--- src/rtl/int_ctrl.sv ---
// Eight-line edge-triggered interrupt controller with a 4-word bus register file
// (PENDING, ENABLE, VECTOR, POLARITY).
module int_ctrl (
   input  logic        clk,
   input  logic        rst_n,
   input  logic [7:0]  INT,
   input  logic        CS,
   input  logic [13:0] adresse,
   input  logic        write,
   input  logic [15:0] DataIN,
   output logic [15:0] DataOUT,
   output logic [7:0]  Interrupts
);

   logic [7:0] r_s1, r_s2, r_s3;
   logic [7:0] r_pend, r_en, r_pol;

   logic [7:0] w_edge;
   logic [7:0] w_clr;
   logic [7:0] w_act;
   logic [2:0] w_vec_idx;
   logic       w_wr;
   logic       w_unused;

   // Only the low address bits and the low data byte carry meaning.
   assign w_unused = ^{adresse[13:2], DataIN[15:8]};

   assign w_wr   = CS & write;
   assign w_edge = (r_s2 & ~r_s3 & ~r_pol) | (~r_s2 & r_s3 & r_pol);
   assign w_clr  = (w_wr && (adresse[1:0] == 2'd0)) ? DataIN[7:0] : 8'h00;
   assign w_act  = r_pend & r_en;

   assign Interrupts = w_act;

   always_ff @(posedge clk) begin
      if (!rst_n) begin
         r_s1   <= 8'h00;
         r_s2   <= 8'h00;
         r_s3   <= 8'h00;
         r_pend <= 8'h00;
         r_en   <= 8'h00;
         r_pol  <= 8'h00;
      end else begin
         r_s1 <= INT;
         r_s2 <= r_s1;
         r_s3 <= r_s2;
         // Set is ORed in after the clear so a coincident edge is never lost.
         r_pend <= (r_pend & ~w_clr) | (w_edge & r_en);
         if (w_wr && (adresse[1:0] == 2'd1))
            r_en <= DataIN[7:0];
         if (w_wr && (adresse[1:0] == 2'd3))
            r_pol <= DataIN[7:0];
      end
   end

   always_comb begin
      w_vec_idx = 3'd0;
      for (int i = 7; i >= 0; i--) begin
         if (w_act[i])
            w_vec_idx = i[2:0];
      end
   end

   always_comb begin
      DataOUT = 16'h0000;
      if (CS) begin
         case (adresse[1:0])
            2'd0:    DataOUT = {8'h00, r_pend};
            2'd1:    DataOUT = {8'h00, r_en};
            2'd2:    DataOUT = {|w_act, 12'h000, w_vec_idx};
            default: DataOUT = {8'h00, r_pol};
         endcase
      end
   end

endmodule

--- config.mk ---
export PLATFORM = sky130hd
export DESIGN_NAME = int_ctrl
export DESIGN_NICKNAME = d
export VERILOG_FILES = /design/src/rtl/int_ctrl.sv
export SDC_FILE = /design/constraint.sdc
export NUM_CORES = 1
export LEC_CHECK = 0
export CAP_MARGIN = 20
export CORE_ASPECT_RATIO = 1.75
export CORE_MARGIN = 2
export CORE_UTILIZATION = 46
export CTS_CLUSTER_DIAMETER = 80
export DETAILED_ROUTE_END_ITERATION = 10
export HOLD_SLACK_MARGIN = 0.02
export PLACE_DENSITY = 0.83
export REMOVE_ABC_BUFFERS = 1
export SLEW_MARGIN = 25
export SYNTH_ARGS = -nofsm -noshare
export SYNTH_HDL_FRONTEND = slang
export SYNTH_SLANG_ARGS = --single-unit
--- constraint.sdc ---
create_clock -name clk -period 1.5 [get_ports clk]
set_input_delay 0.3 -clock clk [delete_from_list [all_inputs] [get_ports clk]]
set_output_delay 0.3 -clock clk [all_outputs]
set_load 0.005 [all_outputs]
==> results by stage <==
Route:
- The routed length per placed instance is 17.08 um.
- For this run, design rule violations remaining after detail routing come to 0.
- The via count is 2270.
- The first detailed-routing pass took 4 iterations.
- The count of nets left with antenna violations after detail routing is 0.
- Wires add up to 6985 um.
- The via density per instance is 5.550.
- The violation count after the first detailed-route iteration is 65.

Critical path:
- The number of cells on the worst reg-to-reg path is 5.
- In this design, the stage delay of the slowest critical-path cell is 0.33 ns.
- The endpoint identified for the worst register-to-register timing path is r_pend[0].
- The worst reg-to-reg setup slack is 0.52 ns.
- The category of the worst setup path capture point is an output port.
- The maximum fanout count along the critical path is 2.
- The critical setup path kind is reg -> out.
- The signal on the critical path passes through and2_4 > nor4b_4 > buf_4 > nand3_2 > a21oi_2 > buf_2.
- At the worst endpoint, the arrival time is 1.62 ns.
- The capture point of the worst path is DataOUT[2].
- The launching point of the worst reg2reg path is r_pol[0].
- The cell with the biggest individual delay on the critical path is sky130_fd_sc_hd__dfxtp_2.
- In this run the worst setup path begins at r_pend[1].
- The worst setup path is launched from a flip-flop.
- At the worst endpoint, the required time is 1.20 ns.

Clock network:
- The H-tree depth is 2.
- The clock tree from TritonCTS is done.
- The clock root buffer is sky130_fd_sc_hd__clkbuf_8.
- Clock-pin slew was measured on the worst setup and hold paths at 0.09 ns.
- The maximum buffer depth of the clock tree is 2.
- The insertion delay to the later sink of the worst-skew pair is 0.30 ns.
- CTS saw 48 sinks.
- The number of clock buffers added by TritonCTS is 5.
- The quantity of hold-fixing buffers added after cts is 0.

Synth:
- The area fraction in compound gates after synthesis is 16.45%.
- After Yosys synthesis, full adders, half adders and majority gates account for 0% of the synthesized area.
- The combined area of all synthesized cells is 0.002168 mm^2.
- The count of flip-flops with a built-in enable after synthesis is 0.
- The sequential element share of the synthesized area is 44.32%.
- Synthesis inferred 48 register bits.
- The area share of the leading cell type in the synthesized netlist is 44.32%.
- Averaged over all synthesized cells, the footprint is 8.245 um^2.
- The commonest cells after synthesis are sky130_fd_sc_hd__nand2_1, sky130_fd_sc_hd__dfxtp_1, sky130_fd_sc_hd__and2_1, sky130_fd_sc_hd__a21boi_1, sky130_fd_sc_hd__nor2_1.
- Synthesis produced a netlist whose cell count is 263.
- The largest area contributor in the synthesized netlist is sky130_fd_sc_hd__dfxtp_1.
- Of the total synthesized cell area, the portion taken by AND, OR, NAND and NOR gates is 30.41%.
- After synthesis, the largest family of logic cells by area is simple AND/OR/NAND/NOR gates.
- After synthesis, the cell types taking the most area are sky130_fd_sc_hd__dfxtp_1, sky130_fd_sc_hd__nand2_1, sky130_fd_sc_hd__and2_1.
- The most common cell in the synthesized netlist is sky130_fd_sc_hd__nand2_1.
- The dominant register cell in the synthesized netlist is sky130_fd_sc_hd__dfxtp_1.
- The number of unique standard cell types used by synthesis is 30.
- Yosys printed 0 warnings.
- The share of synthesized registers carrying an async set or reset is 0%.
- The synthesized netlist devotes 0% of its cell area to XOR and XNOR gates.
- Of the post-synthesis cell area, the part taken by muxes is 2.770%.

Die:
- The die is 55.90 um wide.
- The number of core rows is 33.
- The total I/O pin count is 66.
- The area of the core is 0.004624 mm^2.
- The chip height is 94.83 um.
- The die area is 0.005301 mm^2.
- Once the floorplan was initialized, standard cells occupied 46.89% of the core.

Power:
- IR analysis of the VDD net gives a maximum drop of 0.7520 mV.
- The total power per unit cell area is 798.8 mW/mm^2.
- The leakage component of the power is 1.430 nW.

STA:
- The clock skew after layout is 0.003288 ns.
- The total count of hold-check failures in the final report is 0.
- The final-layout setup total negative slack is -2.056 ns.
- Dividing the final minimum period by the clock period gives 127.9%.
- The total count of max-transition violations in the final report is 0.
- Static timing analysis puts the maximum clock frequency at 0.5214 GHz.
- Setup violations remaining at the end of the flow were counted as 9.
- The clock period minus worst slack is 1.918 ns.
- The setup slack after layout is -0.4179 ns.
- Setup repair after global routing could not meet its margin everywhere.

GRT:
- The via count of the first global-routing pass is 2228.
- The met2 track utilization from global routing is 46.33%.
- The layer flagged by global routing as most heavily used is met2.
- The wire length of the first global-routing pass is 10320 um.
- The initial antenna violation count came to 0.
- For met1 alone, demand over resource in global routing was 25.68%.
- Entering global routing, the biggest net connects 48 pins.
- Global routing consumed, on the met3 layer, 3.973% of the routing resources.
- The overall track demand over capacity in global routing is 25.37%.
- The total overflow left after global routing is 0.

Finish:
- The filler cells instantiated in the layout total 318.
- Compared with the post-synthesis result, the final layout area differs by 51.59%.
- The finished layout holds 409 standard cells, fillers aside.
- Measured on the finished design, the core utilization comes to 71.08%.
- The count of inserted antenna diode cells is 0.
- The number of nets in the layout is 398.
- The fraction of layout instances using a drive strength above 1 is 35.57%.

Run status:
- The flow ran to the end, but the final reports show violations.
- The final reports fail on negative setup slack.

Placement:
- The number of instances in the placed design is 386.
- Once detailed placement completed, the half-perimeter wirelength came to 3752 um.
- Input and output buffers added on the ports amount to 38.
- The weighted congestion at the end of routability-driven global placement is 1.034.

Worst hold path:
- Counting instances, the worst hold path has a depth of 1.
- The tightest min-delay check is of the reg -> reg type.

Flow run:
- The count of max-cap constraint violations is 0.
==> critical path, delay by kind of cell (launching register included) <==
kind | cells | cell delay, ns
DFF | 1 | 0.33
buffers and inverters | 2 | 0.29
and+or+nand+nor | 3 | 0.53
AOI/OAI and AO/OA | 1 | 0.17
==> how the worst min path moves through the flow <==
| stage | from | end | slack (ns) |
|---|---|---|---|
| floorplan | r_s1[0] | r_s2[0] | 0.41 |
| global placement | r_s1[6] | r_s2[6] | 0.41 |
| detailed placement | r_s1[1] | r_s2[1] | 0.42 |
| CTS | r_s1[1] | r_s2[1] | 0.44 |
| global route | r_s1[5] | r_s2[5] | 0.46 |
| finish | r_s1[5] | r_s2[5] | 0.44 |
==> area by class of cell <==
class,instances,area [um^2],area share (%)
Multi-Input combinational cell,199,1249,37.99
Sequential cell,48,991.0,30.15
Timing Repair Buffer,98,838.3,25.50
Clock buffer,7,96.34,2.931
Tap cell,52,65.06,1.979
Clock inverter,1,30.03,0.9136
Inverter,4,17.52,0.5329
==> state kept, by name, summed over array words and instances (netlist names) <==
name	count
r_en	8
r_s3	8
r_pol	8
r_pend	8
r_s2	8
r_s1	8
==> routing by layer <==
metal / share of wire (%) / vias up
met5: 0 / -
met1: 37 / 1087
met3: 5.7 / 35
li1: - / 1037
met4: 5.8 / 0
met2: 52 / 111
==> cell usage in the layout (no fill, tap or decap), drive strengths merged <==
cell           Yosys  layout
a21boi            24      24
a21oi              4       4
a221oi             1       1
a22o               2       2
a22oi              2       2
and2              35      35
buf               12      70
bufinv             0       1
clkbuf             6      10
clkdlybuf4s15      0       5
clkdlybuf4s50      0      18
conb               1       7
dfxtp             48      48
dlygate4sd2        0       2
inv                4       4
mux2i              6       6
nand2             67      67
nand2b             1       1
nand3              2       2
nand3b             1       1
nor2              15      15
nor3               1       1
nor3b              8       8
nor4b              1       1
nor4bb             1       1
o2111a             2       2
o21ai             17      17
o31ai              1       1
or3                1       1
==> kinds of logic after synthesis <==
| logic type | count (synthesis) |
|---|---|
| AOI/OAI and AO/OA | 53 |
| buffers and inverters | 22 |
| DFF | 48 |
| muxes | 6 |
| other | 1 |
| and+or+nand+nor | 133 |
==> repair_timing <==
item,CTS,global route
pin swaps,21,11
gates resized for setup,109,21
setup buffers,12,5
setup endpoints to repair,33,24
endpoints found under the hold margin,0,0
==> power by group <==
group / internal, mW / switching (mW)
logic: 0.152 / 0.127
registers: 1.30 / 0.0223
clock network: 0.588 / 0.433
total: 2.04 / 0.582
==> stage by stage <==
step	setup WS, ns	instance area [um^2]	power [mW]	hold WS (ns)
2_1_floorplan	0.1364	2078	1.434	0.4118
3_3_place_gp	-0.7535	2887	1.593	0.4143
6_report	-0.4179	3287	2.626	0.4397
5_1_grt	-0.4865	3287	2.710	0.4578
3_5_place_dp	-0.7840	2887	1.599	0.4203
4_1_cts	-0.3336	3219	2.604	0.4427
(Power assumes the default switching activity.)
==> RTL edit, RTL diff (same flow settings) <==
Make the reset (`rst_n`) asynchronous in one clocked block.
--- a/src/rtl/int_ctrl.sv
+++ b/src/rtl/int_ctrl.sv
@@ -33,5 +33,5 @@
    assign Interrupts = w_act;
 
-   always_ff @(posedge clk) begin
+   always_ff @(posedge clk or negedge rst_n) begin
       if (!rst_n) begin
          r_s1   <= 8'h00;
Function: differs if rst_n is asserted again (counterexample within 4 cycles, from zero or initial values and one cycle with rst_n low); with rst_n held inactive, the same outputs for 10 cycles.
==> RTL edit against the original RTL <==
  * Area after synthesis about the same
  * Synthesized cell count decreased by 28%
  * Die area hardly changed
  * Cell area is 0.53% lower
  * Utilization decreased by 0.38 points
  * The run still ends with negative setup slack left
  * Largest cell class is now flip-flops and latches
  * Worst setup slack better by 0.063 ns
  * Sequential cell count did not move
  * Routed wire length down 19%
Power is not compared: it rests on default switching activity, and its combinational part moved more than twofold at a synthesized area within 25%.
==> RTL edit: results (changes against the original RTL) <==
{
  "synthMuxAreaShare": {"value": 11.1, "unit": "%", "change": "+8.3 points"},
  "failed_checks": "negative setup slack",
  "met3_track_utilization_from_global_routing": {"value": 2.74, "unit": "%", "change": "-1.2 points"},
  "yosysSeqAreaShare": {"value": 55.4, "unit": "%", "change": "+11 points"},
  "layout.cells.non_filler": {"value": 344, "change": "-16%"},
  "count_of_different_cell_masters_after_synthesis": {"value": 28, "change": "-6.7%"},
  "vias_in_the_first_global_route": {"value": 2025, "change": "-9.1%"},
  "setup_viol": {"value": 11, "change": "+2"},
  "dp.final_hpwl": {"value": 3540, "unit": "um", "change": "-5.6%"},
  "yosys-top-cells-count": "dfrtp_1 (48), nand2_1 (28), mux2_2 (16), o21ai_0 (16), nor2_1 (13)",
  "worst_ep_arrival_time": {"value": 1.56, "unit": "ns", "change": "-0.06 ns"},
  "async_reset_ff_share": {"value": 100, "unit": "%", "change": "+100 points"},
  "post_dp_cell_area": {"value": 2870, "unit": "um2", "change": "-0.43%"},
  "status": "finished with violations",
  "routabilityCongestion": {"value": 0.811, "change": "-22%"},
  "postLayoutSetupSlackWorst": {"value": -0.355, "unit": "ns", "change": "+0.0625 ns"},
  "timing.critical_path.slowest_cell_delay": {"value": 0.38, "unit": "ns", "change": "+0.05 ns"},
  "groute.usage.overall": {"value": 22.6, "unit": "%", "change": "-2.8 points"},
  "globalRouteMet1Util": {"value": 23.6, "unit": "%", "change": "-2.1 points"},
  "placed_cells": {"value": 313, "change": "-19%"},
  "dr_total_vias": {"value": 1867, "change": "-18%"},
  "finalNetCount": {"value": 333, "change": "-16%"},
  "setup-tns-final": {"value": -2.23, "unit": "ns", "change": "-0.175 ns"},
  "synth.area.top_cells": "dfrtp_1 (55%), mux2_2 (8.3%), nand2_1 (4.8%)",
  "placement.setup.worst_slack": {"value": -0.827, "unit": "ns", "change": "-0.0430 ns"}
}
-- RTL edit: cell count changes after synthesis, moves of 8 or more --
cell	unedited run	this run
a21boi_1	24	0
and2_1	35	9
dfxtp_1	48	0
a22o_1	2	10
mux2_2	0	16
dfrtp_1	0	48
nand2_1	67	28
nor3b_1	8	0
-- RTL edit: critical path, delay by kind of cell, from the launching register on --
kind | cells | cell delay, ns
AOI/OAI and AO/OA | 1 | 0.05
DFF | 1 | 0.38
and+or+nand+nor | 3 | 0.54
buffers and inverters | 2 | 0.27
-- RTL edit: path summary, 6_finish.rpt --
check	startpoint	endpoint	cells past startpoint	slack, ns
max	r_pend[1]$_DFF_PN0_	DataOUT[1]	6	-0.36
min	r_s1[3]$_DFF_PN0_	r_s2[3]$_DFF_PN0_	0	0.35
max reg2reg	r_en[3]$_DFFE_PN0P_	r_en[3]$_DFFE_PN0P_	5	0.25
min reg2reg	r_s1[3]$_DFF_PN0_	r_s2[3]$_DFF_PN0_	0	0.35
max in group asynchronous	rst_n	r_s1[0]$_DFF_PN0_	3	0.77
min in group asynchronous	rst_n	r_s2[1]$_DFF_PN0_	3	0.50
-- RTL edit: final cells by class --
| cell class | count | share of cell area, % |
|---|---|---|
| well taps | 52 | 1.99 |
| repair buffers | 101 | 28.9 |
| multi-input cells | 131 | 28.0 |
| flip-flops and latches | 48 | 36.8 |
| clock buffers | 7 | 2.95 |
| inverters | 4 | 0.459 |
| clock inverters | 1 | 0.918 |
-- RTL edit: what timing repair did --
action / 4_1_cts / 5_1_grt
setup buffers: 28 / 8
hold buffers: 1 / 0
endpoints found under the hold margin: 48 / 0
pin swaps: 23 / 17
setup endpoints to repair: 41 / 18
gates cloned: 1 / 0
gates resized for setup: 97 / 19
